`src/rtl/ps2_pkg.sv`:
```
`default_nettype none
// ============================================================================
// ps2_pkg : shared FSM encoding, PS/2 command/reply bytes, counter sizing
// Rev 1.0
// ============================================================================
package ps2_pkg;

  typedef enum logic [3:0] {
    IDLE       = 4'd0,
    INHIBIT    = 4'd1,
    REQ        = 4'd2,
    WAIT_START = 4'd3,
    SHIFT      = 4'd4,
    WAIT_ACK   = 4'd5,
    WAIT_IDLE  = 4'd6,
    DONE       = 4'd7,
    ERR        = 4'd8
  } ps2_state_t;

  localparam logic [7:0] CMD_SET_LEDS = 8'hED;
  localparam logic [7:0] CMD_ENABLE   = 8'hF4;
  localparam logic [7:0] CMD_RESET    = 8'hFF;
  localparam logic [7:0] ACK_BYTE     = 8'hFA;
  localparam logic [7:0] BAT_OK       = 8'hAA;

  // Width of a counter that runs 0 .. count-1.
  function automatic int cnt_width(input int count);
    return (count < 2) ? 1 : $clog2(count);
  endfunction

endpackage
`default_nettype wire

```
`src/rtl/ps2_host_tx_if.sv`:
```
`default_nettype none
// ============================================================================
// ps2_host_tx_if : command request / status bundle of the PS/2 transmitter
// Rev 1.0
// ============================================================================
interface ps2_host_tx_if;
  logic [7:0] cmd_data;
  logic       cmd_send;
  logic       busy;
  logic       done;
  logic       error;

  modport master (output cmd_data, output cmd_send,
                  input  busy, input done, input error);
  modport slave  (input  cmd_data, input cmd_send,
                  output busy, output done, output error);
endinterface
`default_nettype wire

```
`src/rtl/ps2_line_sync.sv`:
```
`default_nettype none
// ============================================================================
// ps2_line_sync : 2-flop synchroniser with falling-edge detect for one line
// Rev 1.0
// ============================================================================
module ps2_line_sync (
  input  logic clk,
  input  logic rst,
  input  logic line_in,
  output logic line_sync,
  output logic line_fall
);

  logic r_meta;
  logic r_sync;
  logic r_prev;

  // Reset to the idle-high bus level so no spurious edge follows reset.
  always_ff @(posedge clk or posedge rst) begin
    if (rst) begin
      r_meta <= 1'b1;
      r_sync <= 1'b1;
      r_prev <= 1'b1;
    end else begin
      r_meta <= line_in;
      r_sync <= r_meta;
      r_prev <= r_sync;
    end
  end

  assign line_sync = r_sync;
  assign line_fall = r_prev & ~r_sync;

endmodule
`default_nettype wire

```
`src/rtl/ps2_host_tx.sv`:
```
`default_nettype none
// ============================================================================
// ps2_host_tx : PS/2 host-to-device byte transmitter with ACK check
// Rev 1.0
// ============================================================================
module ps2_host_tx
  import ps2_pkg::*;
#(
  parameter int INHIBIT_CYCLES = 5000,
  parameter int START_TIMEOUT  = 750000,
  parameter int FRAME_TIMEOUT  = 100000
) (
  input  logic               CLOCK_50,
  input  logic               reset,
  ps2_host_tx_if.slave       cmd,
  input  logic               ps2_clk_in,
  input  logic               ps2_dat_in,
  output logic               ps2_clk_oe,
  output logic               ps2_dat_oe
);

  localparam int c_CNT_MAX = (INHIBIT_CYCLES > START_TIMEOUT) ? INHIBIT_CYCLES : START_TIMEOUT;
  localparam int c_CNT_W   = cnt_width(c_CNT_MAX);
  localparam int c_FRM_W   = cnt_width(FRAME_TIMEOUT);

  localparam logic [c_CNT_W-1:0] c_INHIBIT_LAST = c_CNT_W'(INHIBIT_CYCLES - 1);
  localparam logic [c_CNT_W-1:0] c_START_LAST   = c_CNT_W'(START_TIMEOUT - 1);
  localparam logic [c_FRM_W-1:0] c_FRAME_LAST   = c_FRM_W'(FRAME_TIMEOUT - 1);

  logic w_clk_sync;
  logic w_clk_fall;
  logic w_dat_sync;
  logic w_dat_fall_unused;

  ps2_line_sync u_clk_sync (
    .clk       (CLOCK_50),
    .rst       (reset),
    .line_in   (ps2_clk_in),
    .line_sync (w_clk_sync),
    .line_fall (w_clk_fall)
  );

  ps2_line_sync u_dat_sync (
    .clk       (CLOCK_50),
    .rst       (reset),
    .line_in   (ps2_dat_in),
    .line_sync (w_dat_sync),
    .line_fall (w_dat_fall_unused)
  );

  ps2_state_t         r_state;
  logic [c_CNT_W-1:0] r_cnt;
  logic [c_FRM_W-1:0] r_frm_cnt;
  logic [3:0]         r_bit_cnt;
  logic [7:0]         r_shift;
  logic               r_parity;
  logic               r_clk_oe;
  logic               r_dat_oe;
  logic               r_busy;
  logic               r_done;
  logic               r_error;

  logic w_frame_expired;
  assign w_frame_expired = (r_frm_cnt == c_FRAME_LAST);

  always_ff @(posedge CLOCK_50 or posedge reset) begin
    if (reset) begin
      r_state   <= IDLE;
      r_cnt     <= '0;
      r_frm_cnt <= '0;
      r_bit_cnt <= 4'd0;
      r_shift   <= 8'd0;
      r_parity  <= 1'b0;
      r_clk_oe  <= 1'b0;
      r_dat_oe  <= 1'b0;
      r_busy    <= 1'b0;
      r_done    <= 1'b0;
      r_error   <= 1'b0;
    end else begin
      r_done  <= 1'b0;
      r_error <= 1'b0;
      case (r_state)
        IDLE: begin
          if (cmd.cmd_send) begin
            r_shift  <= cmd.cmd_data;
            r_parity <= ~^cmd.cmd_data;
            r_cnt    <= '0;
            r_busy   <= 1'b1;
            r_clk_oe <= 1'b1;
            r_dat_oe <= 1'b0;
            r_state  <= INHIBIT;
          end
        end
        INHIBIT: begin
          if (r_cnt == c_INHIBIT_LAST) begin
            r_cnt    <= '0;
            r_dat_oe <= 1'b1;
            r_state  <= REQ;
          end else begin
            r_cnt <= r_cnt + 1'b1;
          end
        end
        REQ: begin
          r_clk_oe <= 1'b0;
          r_cnt    <= '0;
          r_state  <= WAIT_START;
        end
        WAIT_START: begin
          if (w_clk_fall) begin
            r_dat_oe  <= ~r_shift[0];
            r_bit_cnt <= 4'd1;
            r_frm_cnt <= '0;
            r_state   <= SHIFT;
          end else if (r_cnt == c_START_LAST) begin
            r_dat_oe <= 1'b0;
            r_error  <= 1'b1;
            r_state  <= ERR;
          end else begin
            r_cnt <= r_cnt + 1'b1;
          end
        end
        SHIFT: begin
          r_frm_cnt <= r_frm_cnt + 1'b1;
          if (w_frame_expired) begin
            r_dat_oe <= 1'b0;
            r_error  <= 1'b1;
            r_state  <= ERR;
          end else if (r_bit_cnt == 4'd10) begin
            r_state <= WAIT_ACK;
          end else if (w_clk_fall) begin
            // Falls 2..10 present data bits 1..7, then parity, then release for stop.
            if (r_bit_cnt <= 4'd7) begin
              r_dat_oe <= ~r_shift[r_bit_cnt[2:0]];
            end else if (r_bit_cnt == 4'd8) begin
              r_dat_oe <= ~r_parity;
            end else begin
              r_dat_oe <= 1'b0;
            end
            r_bit_cnt <= r_bit_cnt + 1'b1;
          end
        end
        WAIT_ACK: begin
          r_frm_cnt <= r_frm_cnt + 1'b1;
          if (w_frame_expired) begin
            r_error <= 1'b1;
            r_state <= ERR;
          end else if (w_clk_fall) begin
            if (!w_dat_sync) begin
              r_state <= WAIT_IDLE;
            end else begin
              r_error <= 1'b1;
              r_state <= ERR;
            end
          end
        end
        WAIT_IDLE: begin
          r_frm_cnt <= r_frm_cnt + 1'b1;
          if (w_frame_expired) begin
            r_error <= 1'b1;
            r_state <= ERR;
          end else if (w_clk_sync && w_dat_sync) begin
            r_done  <= 1'b1;
            r_state <= DONE;
          end
        end
        DONE, ERR: begin
          r_clk_oe <= 1'b0;
          r_dat_oe <= 1'b0;
          r_busy   <= 1'b0;
          r_state  <= IDLE;
        end
        default: begin
          r_clk_oe <= 1'b0;
          r_dat_oe <= 1'b0;
          r_busy   <= 1'b0;
          r_state  <= IDLE;
        end
      endcase
    end
  end

  assign ps2_clk_oe = r_clk_oe;
  assign ps2_dat_oe = r_dat_oe;
  assign cmd.busy   = r_busy;
  assign cmd.done   = r_done;
  assign cmd.error  = r_error;

endmodule
`default_nettype wire

```
`src/flat_wrapper.sv`:
```
// flat-port wrapper written by rule: the top's interface ports become plain ports
module ps2_host_tx_flat import ps2_pkg::*;
#(
  parameter int INHIBIT_CYCLES = 5000,
  parameter int START_TIMEOUT  = 750000,
  parameter int FRAME_TIMEOUT  = 100000
)
  (CLOCK_50, reset, ps2_clk_in, ps2_dat_in, ps2_clk_oe, ps2_dat_oe, cmd_cmd_data, cmd_cmd_send, cmd_busy, cmd_done, cmd_error);
  ps2_host_tx_if cmd_i ();
  input  logic CLOCK_50;
  input  logic reset;
  input  logic ps2_clk_in;
  input  logic ps2_dat_in;
  output logic ps2_clk_oe;
  output logic ps2_dat_oe;
  input wire logic [$bits(cmd_i.cmd_data)-1:0] cmd_cmd_data;
  input wire logic [$bits(cmd_i.cmd_send)-1:0] cmd_cmd_send;
  output wire logic [$bits(cmd_i.busy)-1:0] cmd_busy;
  output wire logic [$bits(cmd_i.done)-1:0] cmd_done;
  output wire logic [$bits(cmd_i.error)-1:0] cmd_error;
  assign cmd_i.cmd_data = cmd_cmd_data;
  assign cmd_i.cmd_send = cmd_cmd_send;
  assign cmd_busy = cmd_i.busy;
  assign cmd_done = cmd_i.done;
  assign cmd_error = cmd_i.error;
  ps2_host_tx #(.INHIBIT_CYCLES(INHIBIT_CYCLES), .START_TIMEOUT(START_TIMEOUT), .FRAME_TIMEOUT(FRAME_TIMEOUT)) u_core (.CLOCK_50(CLOCK_50), .reset(reset), .cmd(cmd_i), .ps2_clk_in(ps2_clk_in), .ps2_dat_in(ps2_dat_in), .ps2_clk_oe(ps2_clk_oe), .ps2_dat_oe(ps2_dat_oe));
endmodule
```
`config.mk`:
```
export PLATFORM = sky130hd
export DESIGN_NAME = ps2_host_tx_flat
export DESIGN_NICKNAME = d
export VERILOG_FILES = /design/src/rtl/ps2_pkg.sv /design/src/rtl/ps2_host_tx_if.sv /design/src/rtl/ps2_line_sync.sv /design/src/rtl/ps2_host_tx.sv /design/src/flat_wrapper.sv
export SDC_FILE = /design/constraint.sdc
export NUM_CORES = 1
export LEC_CHECK = 0
export ABC_AREA = 1
export CAP_MARGIN = 20
export CORE_ASPECT_RATIO = 1.25
export CORE_MARGIN = 2
export CORE_UTILIZATION = 50
export CTS_BUF_LIST = sky130_fd_sc_hd__clkbuf_4 sky130_fd_sc_hd__clkbuf_8 sky130_fd_sc_hd__clkbuf_16
export CTS_CLUSTER_DIAMETER = 40
export CTS_CLUSTER_SIZE = 24
export DETAILED_ROUTE_END_ITERATION = 8
export GPL_ROUTABILITY_DRIVEN = 0
export PLACE_DENSITY = 0.73
export SYNTH_ARGS = -nofsm -noshare
export SYNTH_HDL_FRONTEND = slang
export SYNTH_SLANG_ARGS = --single-unit
```
`constraint.sdc`:
```
create_clock -name CLOCK_50 -period 2.1 [get_ports CLOCK_50]
set_clock_uncertainty 0.1 [all_clocks]
set_input_delay 0.315 -clock CLOCK_50 [delete_from_list [all_inputs] [get_ports CLOCK_50]]
set_output_delay 0.315 -clock CLOCK_50 [all_outputs]
set_load 0.03 [all_outputs]
```
==> results of run 1 <==
==> per-layer routing <==
metal | up-vias | routed length [um]
li1 | 2040 | -
met1 | 1900 | 4108
met2 | 119 | 4900
met3 | 40 | 582
met4 | 0 | 330
met5 | - | 0
==> cells in the mapped netlist <==
master / number / share of area [%]
nand3_2: 1 / 0.23
xor2_1: 13 / 2.6
nor3b_1: 1 / 0.17
o21bai_1: 1 / 0.17
xnor2_1: 7 / 1.4
buf_8: 1 / 0.35
inv_1: 68 / 5.9
nor2_2: 2 / 0.29
or2_2: 1 / 0.15
nor2_8: 2 / 0.93
nand4_1: 13 / 1.9
nand2_1: 192 / 17
nand3_1: 54 / 6.3
o22ai_1: 5 / 0.73
inv_6: 1 / 0.20
a21oi_1: 13 / 1.5
clkbuf_1: 1 / 0.087
buf_2: 9 / 1.0
dfrtp_1: 59 / 34
nor2_1: 83 / 7.2
o21ai_1: 4 / 0.47
o31ai_1: 1 / 0.17
dfstp_2: 5 / 3.1
nand3b_1: 2 / 0.35
nand2_4: 4 / 1.0
nand3_4: 1 / 0.41
nor2_4: 2 / 0.52
o211ai_1: 8 / 1.4
buf_6: 3 / 0.79
o21ai_2: 8 / 1.6
o21ai_0: 31 / 3.6
clkbuf_2: 1 / 0.12
nor3_1: 12 / 1.4
a22o_1: 1 / 0.20
ha_1: 5 / 1.5
nor4_1: 1 / 0.15
buf_4: 2 / 0.35
inv_2: 5 / 0.44
==> through the flow <==
| step | worst slack [ns] | cells | hold slack, ns |
|---|---|---|---|
| floorplan | 0.09517 | 623 | 0.2195 |
| global placement | 0.2262 | 730 | 0.2466 |
| detailed placement | 0.1414 | 730 | 0.2498 |
| CTS | 0.1277 | 746 | 0.2445 |
| global route | 0.01125 | 746 | 0.2643 |
| finish | 0.2195 | 746 | 0.2363 |
==> kinds of logic after synthesis <==
family / share of synthesized area [%]
buf+inv: 9.315
simple gates: 37.85
xor+xnor: 4.076
fa+ha+maj: 1.456
compound gates: 9.898
flops: 37.41
==> cell type report <==
cell class / count / share of cell area [%]
Multi-Input combinational cell: 468 / 47.81
Inverter: 74 / 5.911
Clock buffer: 14 / 3.863
Tap cell: 97 / 2.515
Sequential cell: 64 / 33.32
Timing Repair Buffer: 27 / 5.341
Clock inverter: 2 / 1.244
==> flip-flops by register name, summed over array words and instances, names as in the netlist, 4 cells and up <==
signal and flops:
u_core.r_bit_cnt 4, u_core.r_cnt 20, u_core.r_frm_cnt 17, u_core.r_shift 8, u_core.r_state 4
==> worst min-delay path: stages <==
cell and delay [ns]:
clkdlybuf4s50_1 0.41, inv_2 0.07, buf_12 0.29
==> worst paths after layout <==
check / from / to / cells after the start
max: u_core.r_cnt[2] / u_core.r_cnt[13] / 7
min: reset / u_core.r_cnt[11] / 3
max reg2reg: u_core.r_cnt[2] / u_core.r_cnt[13] / 7
min reg2reg: u_core.u_clk_sync.r_meta / u_core.u_clk_sync.line_sync / 0
max in group asynchronous: reset / u_core.u_clk_sync.r_prev / 3
min in group CLOCK_50: u_core.u_clk_sync.r_meta / u_core.u_clk_sync.line_sync / 0
==> where the power goes <==
group / leakage [nW] / switching (mW) / total, mW / internal [mW]
Combinational: 1.33 / 1.17 / 1.77 / 0.602
Sequential: 0.845 / 0.233 / 1.69 / 1.46
Clock: 0.126 / 0.481 / 1.29 / 0.812
==> flow_summary.yaml, run 1 <==
outcome:
  outcome: "complete, no violations"
die:
  initial_core_util_pct: 51.86
  core_area_sq_um: 8287
  die_area_sq_um: 9358
  rows: 37
  fp.dieH_um: 107.7
  io_pins: 18
  die_width_um: 86.93
global_routing:
  grt_first_pass_wirelength_mm: 17.63
  antenna_found_initial: 0
  grt_usage_pct: 24.00
  busiest_layer: "met2"
  grt.met2_usage_pct: 39.09
  grt_max_degree: 65
  use_met3_pct: 4.755
  grt_pass1_vias: 3960
  grt_remaining_overflow: 0
  met1_usage_pct: 29.30
setup_path:
  critPathArrivalTime_ns: 2.01
  crit_type: "flop to flop"
  cp-end-kind: "flop"
  critical_path.cell_chain: "nand3_1 > nor2_1 > nand3_1 > xor2_1 > inv_1 > o211ai_1 > nand2_1"
  path_common_cell: "nand3_1"
  critical_path_buf_inv_count: 1
  cpLargestDelayFamily: "simple AND/OR/NAND/NOR gates"
  cp_max_fo: 8
  ff2ff_setup_slack_ns: 0.22
  crit_slowest_cell: "dfrtp_1"
  crit_required_ns: 2.23
  critPathMaxStageDelay_ns: 0.49
  worst_setup_path_start_kind: "flop"
power:
  power_leakage_nw: 2.298
  powerDensity_nw_per_um2: 985.3
  vdd_drop_max_uv: 840.1
  power_mw: 4.755
detailed_routing:
  vias: 4099
  viasPerCell: 5.495
  drtIter0Drc: 231
  wl_per_cell_um: 13.30
  dr.pass1.iters: 5
  wirelength_mm: 9.922
  antenna_left: 0
  drc: 0
logic_synthesis:
  yosys_warnings: 0
  syn-mean-instance-area_sq_um: 6.899
  seq_area_frac_synth_pct: 37.41
  postSynthCellCount: 623
  synth.distinct_cells: 38
  synth_nets: 641
  netlist_area_sq_um: 4298
  ys_ff_latch: 64
worst_hold_path:
  hold_path_class: "input port to asynchronous set/reset pin"
final_layout:
  regArea_sq_um: 1608
  layout_common_cells: "nand2_1 (192), nor2_1 (83), inv_1 (67)"
  final_util_pct: 58.24
  antenna_cells: 0
  layout_commonest_cell: "nand2_1"
  final_nets: 662
  area_growth_pct: 12.29
  multi_input_area_sq_um: 2307
  stdcell_area_sq_um: 4826
  fill_cells: 789
  drive_gt1_share_pct: 9.399
clock_network:
  cts_hold_repair.buffers: 0
  htreeDepth: 3
  ctsResizeCount: 0
  cts-buffers-inserted: 9
  ctsRootBufferMaster: "clkbuf_8"
  insertion_delay_ns: 0.36
  post-cts-setup-buffers: 0
  cts.reportedPaths.clkPinSlew_ns: 0.08
  cts_buffer_depth: 2
  cts_sinks: 64
  cts_tree: "yes"
placed_design:
  place_area_sq_um: 4559
  dp_hpwl_mm: 7.371
  port_buffers: 17
sta:
  timing.setup.tns_ns: 0
  setup_viol: 0
  rsz0062_at_grt: "false"
  tightest_slew_ns: 0.4446
  hold_viol: 0
  maxSlewHeadroom_pct: 70.25
  fin_crit_sh_pct: 89.55
  slew_viol_final: 0
  finalCriticalPeriod_ns: 1.881
  max_freq_mhz: 531.8
job:
  max-cap-violations: 0
Note: power is estimated with default switching activity, not from simulation.
==> inputs of run 2 (changes only) <==
- CORE_UTILIZATION: 50 -> 45
- PLACE_DENSITY: 0.73 -> 0.67
- clock period: 2.1 -> 1.55 ns (I/O delays scaled with it)
==> run 2 against run 1 <==
Effect of this change: the flow now finishes with violations (negative setup slack); total power grew 93%; sequential power grew 33%; critical path depth grew 2; critical path type unchanged; critical endpoint is now u_core.r_cnt[2]; largest cell class unchanged.
==> flow_summary.yaml, run 2 (synthesized netlist as in run 1, its figures left out) <==
clock_network:
  htreeDepth: 3
  insertion_delay_ns: 0.34
  ctsRootBufferMaster: "clkbuf_16"
  cts_buffer_depth: 2
  cts_tree: "yes"
  cts.reportedPaths.clkPinSlew_ns: 0.06
  cts-buffers-inserted: 9
  cts_hold_repair.buffers: 0
  cts_sinks: 64
power:
  power_leakage_nw: 3.258
  power.net_switching_mw: 3.866
  power_mw: 9.166
  swShare_pct: 42.18
  p_int_mw: 5.300
  p_clk_share_pct: 22.3
  seqPwrFrac_pct: 24.6
  combPwrFrac_pct: 53.1
  vdd_drop_max_uv: 1071
  powerDensity_nw_per_um2: 1365
setup_path:
  critPathArrivalTime_ns: 1.86
  crit_type: "flop to flop"
  worst_setup_path_start_kind: "flop"
  cp-end-kind: "flop"
  cp-startpoint: "u_core.r_state[3]"
  cp_max_fo: 8
  reg2reg_from: "u_core.r_state[3]"
  crit_required_ns: 1.67
job:
  max-cap-violations: 0
sta:
  hold_viol: 0
  maxSlewHeadroom_pct: 74.42
  hold_ws_ns: 0.1968
  tightest_slew_ns: 0.3805
  max_freq_mhz: 575.4
  rsz0062_at_grt: "true"
  finalCriticalPeriod_ns: 1.738
  fin_crit_sh_pct: 112.1
  setup_viol: 59
  slew_viol_final: 0
  worst_slack_ns: -0.1878
final_layout:
  area_growth_pct: 56.27
  drive_gt1_share_pct: 41.42
  final_util_pct: 72.83
  top_regs: "u_core.r_cnt: 20 flops, u_core.r_frm_cnt: 17 flops, u_core.r_shift: 8 flops"
  layout_commonest_cell: "nand2_1"
  largest_reg_flops: 20
  layout_common_cells: "nand2_1 (152), buf_4 (98), inv_1 (60)"
  instances_no_fill: 898
  final_nets: 788
  regMostFlops: "u_core.r_cnt"
  antenna_cells: 0
detailed_routing:
  antenna_left: 0
  drtIter0Drc: 342
  wirelength_mm: 15.28
  wl_per_cell_um: 17.02
  dr.pass1.iters: 5
  viasPerCell: 5.578
  vias: 5009
  drc: 0
placed_design:
  dp_hpwl_mm: 8.450
  dp.cells: 846
  port_buffers: 17
  pre_cts_slack_ns: -0.2310
die:
  die_area_sq_um: 10350
  io_pins: 18
  fp.dieH_um: 113.3
  core_area_sq_um: 9223
  rows: 39
  die_width_um: 91.41
  initial_core_util_pct: 46.60
global_routing:
  grt_usage_pct: 26.57
  grt_max_degree: 65
  antenna_found_initial: 0
  grt_pass1_vias: 4904
  grt_remaining_overflow: 0
  grt_first_pass_wirelength_mm: 22.02
worst_hold_path:
  worstHoldStart: "ps2_clk_in"
  hold_path_class: "input port to flop"
outcome:
  outcome: "complete, but fails checks"
  violations: "negative setup slack"
==> run 2: worst max-delay path, stage by stage, from the launching register on <==
cell and delay (ns):
dfrtp_2 0.46, nor2_4 0.18, inv_4 0.07, nor2_8 0.18, nand2_8 0.12, nand3_4 0.13
nor2_8 0.08, buf_12 0.15, inv_16 0.08, o21ai_2 0.05
==> run 2: power groups by stage <==
stage                     sequential [mW]  clock (mW)  combinational [mW]
after detailed placement             2.23           0                2.98
after floorplan                      2.26           0                2.00
after CTS                            2.25        2.07                3.93
after global routing                 2.28        2.14                5.25
after global placement               2.23           0                2.92
final                                2.25        2.05                4.87
==> run 2: metrics by stage <==
step | instance area (sq um) | TNS, ns
2_1_floorplan | 4340 | -3.012
6_report | 6716 | -6.322
4_1_cts | 6121 | -2.582
5_1_grt | 6716 | -9.576
3_5_place_dp | 5301 | -6.441
3_3_place_gp | 5301 | -4.491
==> run 2: routing by layer <==
layer | global-route usage (%) | vias to the layer above | wire, um
li1 | - | 2292 | -
met1 | 29.42 | 2340 | 5298
met2 | 46.96 | 277 | 7818
met3 | 4.194 | 100 | 1032
met4 | 17.17 | 0 | 1132
met5 | 0 | - | 0
==> run 2: repair_timing <==
action                                  4_1_cts  5_1_grt
gates cloned                                  3        3
endpoints found under the setup margin       55       58
pin swaps                                    31       48
resized for setup                           117      123
setup buffers                                15       19
==> run 2: worst paths after layout <==
check,to,slack [ns],cells past startpoint
max,u_core.r_cnt[2],-0.19,9
min,u_core.u_clk_sync.r_meta,0.20,1
max reg2reg,u_core.r_cnt[2],-0.19,9
min reg2reg,u_core.u_dat_sync.line_sync,0.26,0
max in group asynchronous,u_core.u_dat_sync.line_sync,0.77,3
min in group asynchronous,u_core.r_cnt[19],0.25,3
==> run 2: final cells by class <==
cell class / count / area (sq um)
Multi-Input combinational cell: 470 / 2962
Fill cell: 621 / 2506
Sequential cell: 64 / 1623
Timing Repair Buffer: 148 / 1324
Inverter: 74 / 316.6
Clock buffer: 12 / 247.7
Tap cell: 123 / 153.9
Clock inverter: 4 / 45.04
Timing Repair inverter: 3 / 45.04
